### src/rtl/ext_intr_ctrl.sv
`default_nettype none
// ============================================================================
//  Module   : ext_intr_ctrl
//  Purpose  : External interrupt front-end. Synchronises sources, latches
//             edge/level pending events, arbitrates by fixed priority and
//             pulses intr until the control unit acknowledges the claim.
//  Revision : 1.0 - initial release
// ============================================================================
module ext_intr_ctrl #(
  parameter int                 NUM_SRC   = 8,
  parameter int                 ID_W      = 3,
  parameter logic [NUM_SRC-1:0] EDGE_MASK = {NUM_SRC{1'b1}},
  parameter int                 TIMEOUT   = 255
) (
  input  logic               clk,
  input  logic               reset,
  input  logic [NUM_SRC-1:0] irq_src,
  input  logic [NUM_SRC-1:0] irq_enable,
  input  logic               cu_intr_ack,
  output logic               intr,
  output logic [ID_W-1:0]    intr_id,
  output logic [31:0]        intr_cause,
  output logic [NUM_SRC-1:0] irq_pending,
  output logic               busy
);

  localparam logic [31:0] c_MEI_CAUSE = 32'h8000000B;
  localparam bit          c_TO_EN     = (TIMEOUT != 0);
  localparam logic [15:0] c_TO_LAST   = (TIMEOUT == 0) ? 16'd0 : 16'(TIMEOUT - 1);

  typedef enum logic [1:0] {
    S_IDLE  = 2'd0,
    S_PULSE = 2'd1,
    S_WAIT  = 2'd2
  } state_t;

  state_t r_state;
  state_t w_state_nxt;

  logic [NUM_SRC-1:0] r_s1;
  logic [NUM_SRC-1:0] r_s2;
  logic [NUM_SRC-1:0] r_prev;
  logic [NUM_SRC-1:0] r_pend_edge;
  logic [NUM_SRC-1:0] w_pending;
  logic [NUM_SRC-1:0] w_cand;
  logic [NUM_SRC-1:0] w_win_oh;
  logic [NUM_SRC-1:0] w_claim_clr;
  logic [ID_W-1:0]    w_win_id;
  logic               w_claim;
  logic [15:0]        r_cnt;
  logic [15:0]        w_cnt_nxt;
  logic [ID_W-1:0]    r_id;
  logic               r_intr;
  logic               r_busy;
  logic [31:0]        r_cause;

  always_ff @(posedge clk or posedge reset) begin
    if (reset) begin
      r_s1   <= '0;
      r_s2   <= '0;
      r_prev <= '0;
    end else begin
      r_s1   <= irq_src;
      r_s2   <= r_s1;
      r_prev <= r_s2;
    end
  end

  // Level sources bypass the latch and follow the synchronised line directly.
  assign w_pending = (r_pend_edge & EDGE_MASK) | (r_s2 & ~EDGE_MASK);
  assign w_cand    = w_pending & irq_enable;
  assign w_win_oh  = w_cand & (~w_cand + NUM_SRC'(1));

  always_comb begin
    w_win_id = '0;
    for (int i = NUM_SRC - 1; i >= 0; i--) begin
      if (w_cand[i]) w_win_id = ID_W'(i);
    end
  end

  assign w_claim_clr = w_claim ? w_win_oh : '0;

  // A new rising edge on the claim cycle re-arms the bit (set wins).
  always_ff @(posedge clk or posedge reset) begin
    if (reset) begin
      r_pend_edge <= '0;
    end else begin
      r_pend_edge <= ((r_pend_edge & ~w_claim_clr) | (r_s2 & ~r_prev)) & EDGE_MASK;
    end
  end

  always_comb begin
    w_state_nxt = r_state;
    w_cnt_nxt   = r_cnt;
    w_claim     = 1'b0;
    case (r_state)
      S_IDLE: begin
        if (|w_cand) begin
          w_claim     = 1'b1;
          w_state_nxt = S_PULSE;
        end
      end
      S_PULSE: begin
        if (cu_intr_ack) begin
          w_state_nxt = S_IDLE;
        end else begin
          w_state_nxt = S_WAIT;
          w_cnt_nxt   = 16'd0;
        end
      end
      S_WAIT: begin
        if (cu_intr_ack) begin
          w_state_nxt = S_IDLE;
        end else if (c_TO_EN && (r_cnt == c_TO_LAST)) begin
          w_state_nxt = S_PULSE;
        end else begin
          w_cnt_nxt = r_cnt + 16'd1;
        end
      end
      default: w_state_nxt = S_IDLE;
    endcase
  end

  // Outputs are registered from the next state so they move with the state.
  always_ff @(posedge clk or posedge reset) begin
    if (reset) begin
      r_state <= S_IDLE;
      r_cnt   <= 16'd0;
      r_id    <= '0;
      r_intr  <= 1'b0;
      r_busy  <= 1'b0;
      r_cause <= 32'd0;
    end else begin
      r_state <= w_state_nxt;
      r_cnt   <= w_cnt_nxt;
      if (w_claim) r_id <= w_win_id;
      r_intr  <= (w_state_nxt == S_PULSE);
      r_busy  <= (w_state_nxt != S_IDLE);
      r_cause <= (w_state_nxt != S_IDLE) ? c_MEI_CAUSE : 32'd0;
    end
  end

  assign intr        = r_intr;
  assign intr_id     = r_id;
  assign intr_cause  = r_cause;
  assign irq_pending = w_pending;
  assign busy        = r_busy;

endmodule
`default_nettype wire

### config.mk
export PLATFORM = sky130hd
export DESIGN_NAME = ext_intr_ctrl
export DESIGN_NICKNAME = d
export VERILOG_FILES = /design/src/rtl/ext_intr_ctrl.sv
export SDC_FILE = /design/constraint.sdc
export NUM_CORES = 1
export LEC_CHECK = 0
export CAP_MARGIN = 30
export CORE_ASPECT_RATIO = 0.6
export CORE_MARGIN = 1
export CORE_UTILIZATION = 51
export CTS_BUF_LIST = sky130_fd_sc_hd__clkbuf_2 sky130_fd_sc_hd__clkbuf_4 sky130_fd_sc_hd__clkbuf_8
export CTS_CLUSTER_SIZE = 20
export DETAILED_ROUTE_END_ITERATION = 7
export GPL_ROUTABILITY_DRIVEN = 0
export PLACE_DENSITY = 0.85
export SLEW_MARGIN = 30
export SYNTH_ARGS = -nofsm -noshare
export SYNTH_HDL_FRONTEND = slang
export SYNTH_SLANG_ARGS = --single-unit
### constraint.sdc
create_clock -name clk -period 2.66 [get_ports clk]
set_input_delay 0.665 -clock clk [delete_from_list [all_inputs] [get_ports clk]]
set_output_delay 0.665 -clock clk [all_outputs]
set_load 0.01 [all_outputs]
# Yosys cells after proc, flatten, opt, wreduce, memory -nomap -nowiden

Cells that the tools add are included.

Add/subtract/negate cells: 2
Bitwise operators: 8
Muxes and demuxes: 21
Equal/unequal tests: 7
Reduce and logical (&&, ||, !) cells: 5

Operators with widths:

| kind                                           | number |
|---|---|
| two-way mux 16 bit                             | 3 |
| bitwise AND 8 bit                              | 4 |
| two-way mux 32 bit                             | 1 |
| case mux 16 bit (2 select lines)               | 1 |
| two-way mux 3 bit                              | 8 |
| inverter 8 bit                                 | 3 |
| adder 16 x 1 -> 16 bit, second input constant  | 1 |
| == test 16 x 8 -> 1 bit, second input constant | 1 |
| adder 8 x 1 -> 8 bit, second input constant    | 1 |
| two-way mux 2 bit                              | 4 |
| two-way mux 8 bit                              | 1 |
| bitwise OR 8 bit                               | 1 |
| OR reduction 8 bit                             | 1 |
| inequality test 2 bit, second input constant   | 3 |
| case mux 2 bit (3 select lines)                | 1 |
| == test 2 x 1 -> 1 bit, second input constant  | 2 |
| AND reduction 4 bit                            | 1 |
| nonzero test 2 bit                             | 2 |
| == test 2 bit, second input constant           | 1 |
| zero test 2 bit                                | 1 |
| two-way mux 1 bit                              | 2 |

Bits of input ports: 19
Bits in registers: 87

# Logic depth before layout (Yosys ltp)

Depth in word-level cells: 9
Depth in mapped cells: 7

# Worst setup path before layout

OpenSTA, ideal clock, no wires.

Path kind: register to register
Start point: register r_cnt[0]
End point: register r_cnt[6]
Slack: 0.819 ns
Data arrival time: 1.731 ns
Buffers on the path: 1
Data required time: 2.550 ns
Stages on the path, launching flop included: 8
Cell sequence: dfrtp_1 -> inv_1 -> ha_1 -> or4b_4 -> nor4_4 -> buf_6 -> o31ai_1 -> o41ai_1

Cells in the longest elaborated chain, start to end: 4
Elaborated cells on any way between the ends: 7

Ends and longest elaborated chain:

| what                             | line | RTL |
|---|---|---|
| from (decl)                      | 50   | `logic [15:0] r_cnt;` |
| from (signal assigned)           | 135  | `r_cnt <= w_cnt_nxt;` |
| adder 16 x 1 -> 16 bit           | 117  | `w_cnt_nxt = r_cnt + 16'd1;` |
| two-way mux 16 bit               | 114  | `end else if (c_TO_EN && (r_cnt == c_TO_LAST)) begin` |
| two-way mux 16 bit               | 112  | `if (cu_intr_ack) begin` |
| case mux 16 bit (2 select lines) | 96   | `case (r_state)` |

Parallel ways exist; a longest one is shown, timed or not. The select of a mux whose other input is x is not followed.
A chain may end at the register's enable or synchronous reset.

# Final worst setup path

Same ends and word-level chain as after synthesis.

==> summary.json <==
{
  "cts_hold_buf": {"value": 0},
  "seqCellArea": {"value": 0.00138, "unit": "mm²"},
  "drive_gt1_share": {"value": 6.59, "unit": "%"},
  "clock_sink_count": {"value": 55},
  "synthesis.yosys.warnings": {"value": 0},
  "wp_data_arrival": {"value": 2.40, "unit": "ns"},
  "final_hold_viol_count": {"value": 0},
  "final.min_clock_period": {"value": 2.20, "unit": "ns"},
  "netlist.top_cell.by_area": {"value": "dfrtp_1"},
  "synth-seq-cells": {"value": 55},
  "post-route-worst-setup-slack": {"value": 0.460, "unit": "ns"},
  "worstHoldPathCells": {"value": 0},
  "critical_path.startpoint": {"value": "r_cnt[0]"},
  "placed_area": {"value": 0.00285, "unit": "mm²"},
  "cts-root-to-sink-buffers": {"value": 2},
  "holdPathEnd": {"value": "r_s2[3]"},
  "syn_area_per_cell": {"value": 10.8, "unit": "µm²"},
  "cell_internal_pwr": {"value": 1.50, "unit": "mW"},
  "finalNetCount": {"value": 293},
  "footprint_of_the_multi_input_gates": {"value": 965, "unit": "µm²"},
  "r2r_path_end": {"value": "r_cnt[6]"},
  "power-per-cell-area": {"value": 784, "unit": "mW/mm²"},
  "period_share": {"value": 82.7, "unit": "%"},
  "count_of_flip_flops_with_a_built_in_enable_after_synthesis": {"value": 0},
  "htree_levels": {"value": 2},
  "seq_power_share": {"value": 46.8, "unit": "%"},
  "sw_share": {"value": 35.0, "unit": "%"},
  "seq_area_frac_synth": {"value": 53.7, "unit": "%"},
  "max_cap_violations": {"value": 0},
  "via_density_per_instance": {"value": 5.58},
  "number_of_iterations_in_the_first_detailed_routing_pass": {"value": 4},
  "ctsRootBufferMaster": {"value": "clkbuf_8"},
  "grt_antenna_before_repair": {"value": 0},
  "met3WireLength": {"value": 341, "unit": "µm"},
  "grt.total_usage": {"value": 20.9, "unit": "%"},
  "placementRows": {"value": 19},
  "ir_drop_worst_case_vdd": {"value": 318, "unit": "µV"},
  "min-delay-start": {"value": "r_s1[3]"},
  "drt_wl_total": {"value": 5160, "unit": "µm"},
  "netlist_area": {"value": 0.00256, "unit": "mm²"},
  "final_number_of_max_transition_violations": {"value": 0},
  "post-synth-top-count-cell": {"value": "dfrtp_1"},
  "core_region_area": {"value": 0.00471, "unit": "mm²"},
  "synth.cells.most_frequent": {"value": "dfrtp_1 (55), buf_4 (33), nand2_1 (19), o31ai_1 (18), inv_1 (13)"},
  "filler_cell_count": {"value": 385},
  "m1WireLength": {"value": 2500, "unit": "µm"},
  "met2WireLength": {"value": 2260, "unit": "µm"},
  "reg2reg_from": {"value": "r_cnt[0]"},
  "detail_route.iter0.violations": {"value": 139},
  "dr.max_layer_used": {"value": "met4"},
  "starting_density_of_the_core": {"value": 54.4, "unit": "%"},
  "worst-setup-path-type": {"value": "reg -> reg"},
  "areaGrowthSynthToFinish": {"value": 14.9, "unit": "%"},
  "hold_path_class": {"value": "reg -> reg"},
  "yosys.area.top_type_share": {"value": 53.7, "unit": "%"},
  "tritoncts": {"value": "built"},
  "tritoncts.num_buffers": {"value": 5},
  "post-dp-hpwl": {"value": 3830, "unit": "µm"},
  "total_die_area": {"value": 0.00532, "unit": "mm²"},
  "post-route-cell-area": {"value": 0.00294, "unit": "mm²"},
  "diodes": {"value": 0},
  "remaining_drc_errors": {"value": 0},
  "lkg_pwr": {"value": 1.31, "unit": "nW"},
  "max_freq": {"value": 0.455, "unit": "GHz"},
  "number_of_global_route_vias_before_repair": {"value": 1644},
  "timing_worst_slew_pin_value": {"value": 0.537, "unit": "ns"},
  "final.setup_skew": {"value": 0.00383, "unit": "ns"},
  "asyncSetResetFlopFracSynth": {"value": 100, "unit": "%"},
  "comb_power_share": {"value": 32.2, "unit": "%"},
  "outcome": {"value": "finished clean"},
  "cts.reportedPaths.clkPinSlew": {"value": 0.10, "unit": "ns"},
  "top_level_ports": {"value": 64},
  "netlist_instances": {"value": 237},
  "total_switching_power": {"value": 0.809, "unit": "mW"},
  "post_cts.repair.setup_buffers": {"value": 0},
  "ff2ff_setup_slack": {"value": 0.46, "unit": "ns"},
  "num_vias": {"value": 1876},
  "setup-tns-final": {"value": 0, "unit": "ns"},
  "routed_wire_length_per_instance": {"value": 15.4, "unit": "µm"},
  "clock_latency": {"value": 0.31, "unit": "ns"},
  "critPathCaptureType": {"value": "register"},
  "yosys-top-cells-area": {"value": "dfrtp_1 (54%), buf_4 (9.7%), o31ai_1 (5.3%)"},
  "dpl_worst_slack": {"value": 0.383, "unit": "ns"},
  "grt_pass1_wl": {"value": 8380, "unit": "µm"},
  "die_x": {"value": 93.5, "unit": "µm"},
  "grt-ovfl-total": {"value": 0},
  "rsz_0062_raised_after_global_routing": {"value": "false"},
  "share_clk_of_total_power": {"value": 21.1, "unit": "%"},
  "worst_reg_to_reg_cells": {"value": 7},
  "dieHeight": {"value": 56.9, "unit": "µm"},
  "ant_nets": {"value": 0},
  "number_of_input_and_output_port_buffers_inserted": {"value": 35},
  "dominantRegCellSynth": {"value": "dfrtp_1"},
  "cts_resized": {"value": 0},
  "timing.critical_path.fanout_max": {"value": 9},
  "worst_setup_path_start_kind": {"value": "register"},
  "report.power.total": {"value": 2.31, "unit": "mW"},
  "cp.required": {"value": 2.86, "unit": "ns"},
  "grt_max_degree": {"value": 24},
  "final_core_utilization": {"value": 62.5, "unit": "%"},
  "setup-violations-final": {"value": 0},
  "synth.lib_cells_used.distinct": {"value": 42},
  "max_slew_margin": {"value": 64.2, "unit": "%"}
}
state kept, by name, summed over array words and instances, names as in the netlist:
| register | flops |
|---|---|
| intr_id | 3 |
| r_state | 2 |
| r_prev | 8 |
| intr | 1 |
| r_s1 | 8 |
| intr_cause | 1 |
| r_s2 | 8 |
| r_cnt | 16 |
| irq_pending | 8 |
critical path: stages (launching register included):
cell and delay [ns]:
dfrtp_1 0.44, inv_1 0.08, ha_1 0.17, or4b_4 0.51, nor4_4 0.45, buf_4 0.26, o31ai_1 0.09, o41ai_1 0.08
cell type report:
| cell class | count | share of cell area [%] |
|---|---|---|
| Clock buffer | 5 | 2.34 |
| Clock inverter | 3 | 0.892 |
| Inverter | 13 | 1.66 |
| Multi-Input combinational cell | 158 | 32.8 |
| Sequential cell | 55 | 46.7 |
| Tap cell | 63 | 2.68 |
| Timing Repair Buffer | 39 | 12.9 |
metrics by stage:
step	hold slack, ns	cells
2_1_floorplan	0.331	264
3_3_place_gp	0.332	328
3_5_place_dp	0.335	328
4_1_cts	0.359	336
5_1_grt	0.347	336
6_report	0.358	336
logic make-up after synthesis:
kind of cell / Yosys count / share of synthesized area (%)
flip-flops: 55 / 53.7
AO/OA/AOI/OAI: 58 / 15.8
multiplexers: 2 / 0.781
AND/OR/NAND/NOR: 67 / 15.6
buffers and inverters: 51 / 12.6
XOR/XNOR: 1 / 0.342
other: 1 / 0.146
adder cells (fa/ha/maj): 2 / 0.976
layer usage:
| metal | GRT usage, % | vias up |
|---|---|---|
| met1 | 33.1 | 906 |
| met4 | 5.93 | 0 |
| met3 | 4.47 | 8 |
| li1 | - | 870 |
| met2 | 28.9 | 92 |
| met5 | 0 | - |
layout by cell type (no fill, tap or decap), types with 3 or more instances in the layout:
master,n
dfrtp_1,55
clkdlybuf4s50_1,35
conb_1,28
nand2_1,19
o31ai_1,18
inv_1,12
nand3_1,7
a21oi_1,7
nand2b_1,6
a22o_1,6
o21ai_1,6
nor2_1,5
and3_1,5
a31oi_1,5
clkbuf_8,5
nand4b_1,4
a22oi_1,4
o21ai_0,4
buf_4,4
nand4_1,3
or4_1,3
how the worst max path moves through the flow:
stage | cells after the start | slack (ns) | endpoint
finish | 7 | 0.46 | r_cnt[6]
global route | 7 | 0.34 | r_cnt[4]
CTS | 7 | 0.49 | r_cnt[4]
detailed placement | 4 | 0.38 | r_cnt[12]
global placement | 4 | 0.45 | r_cnt[15]
floorplan | 1 | 0.65 | intr
power by group through the flow:
stage	combinational, mW	sequential [mW]	clock (mW)
floorplan	0.450	1.09	0
global placement	0.720	1.09	0
detailed placement	0.740	1.09	0
CTS	0.740	1.08	0.498
global route	0.818	1.09	0.542
finish	0.743	1.08	0.487
Power figures use the tool's default switching activity.
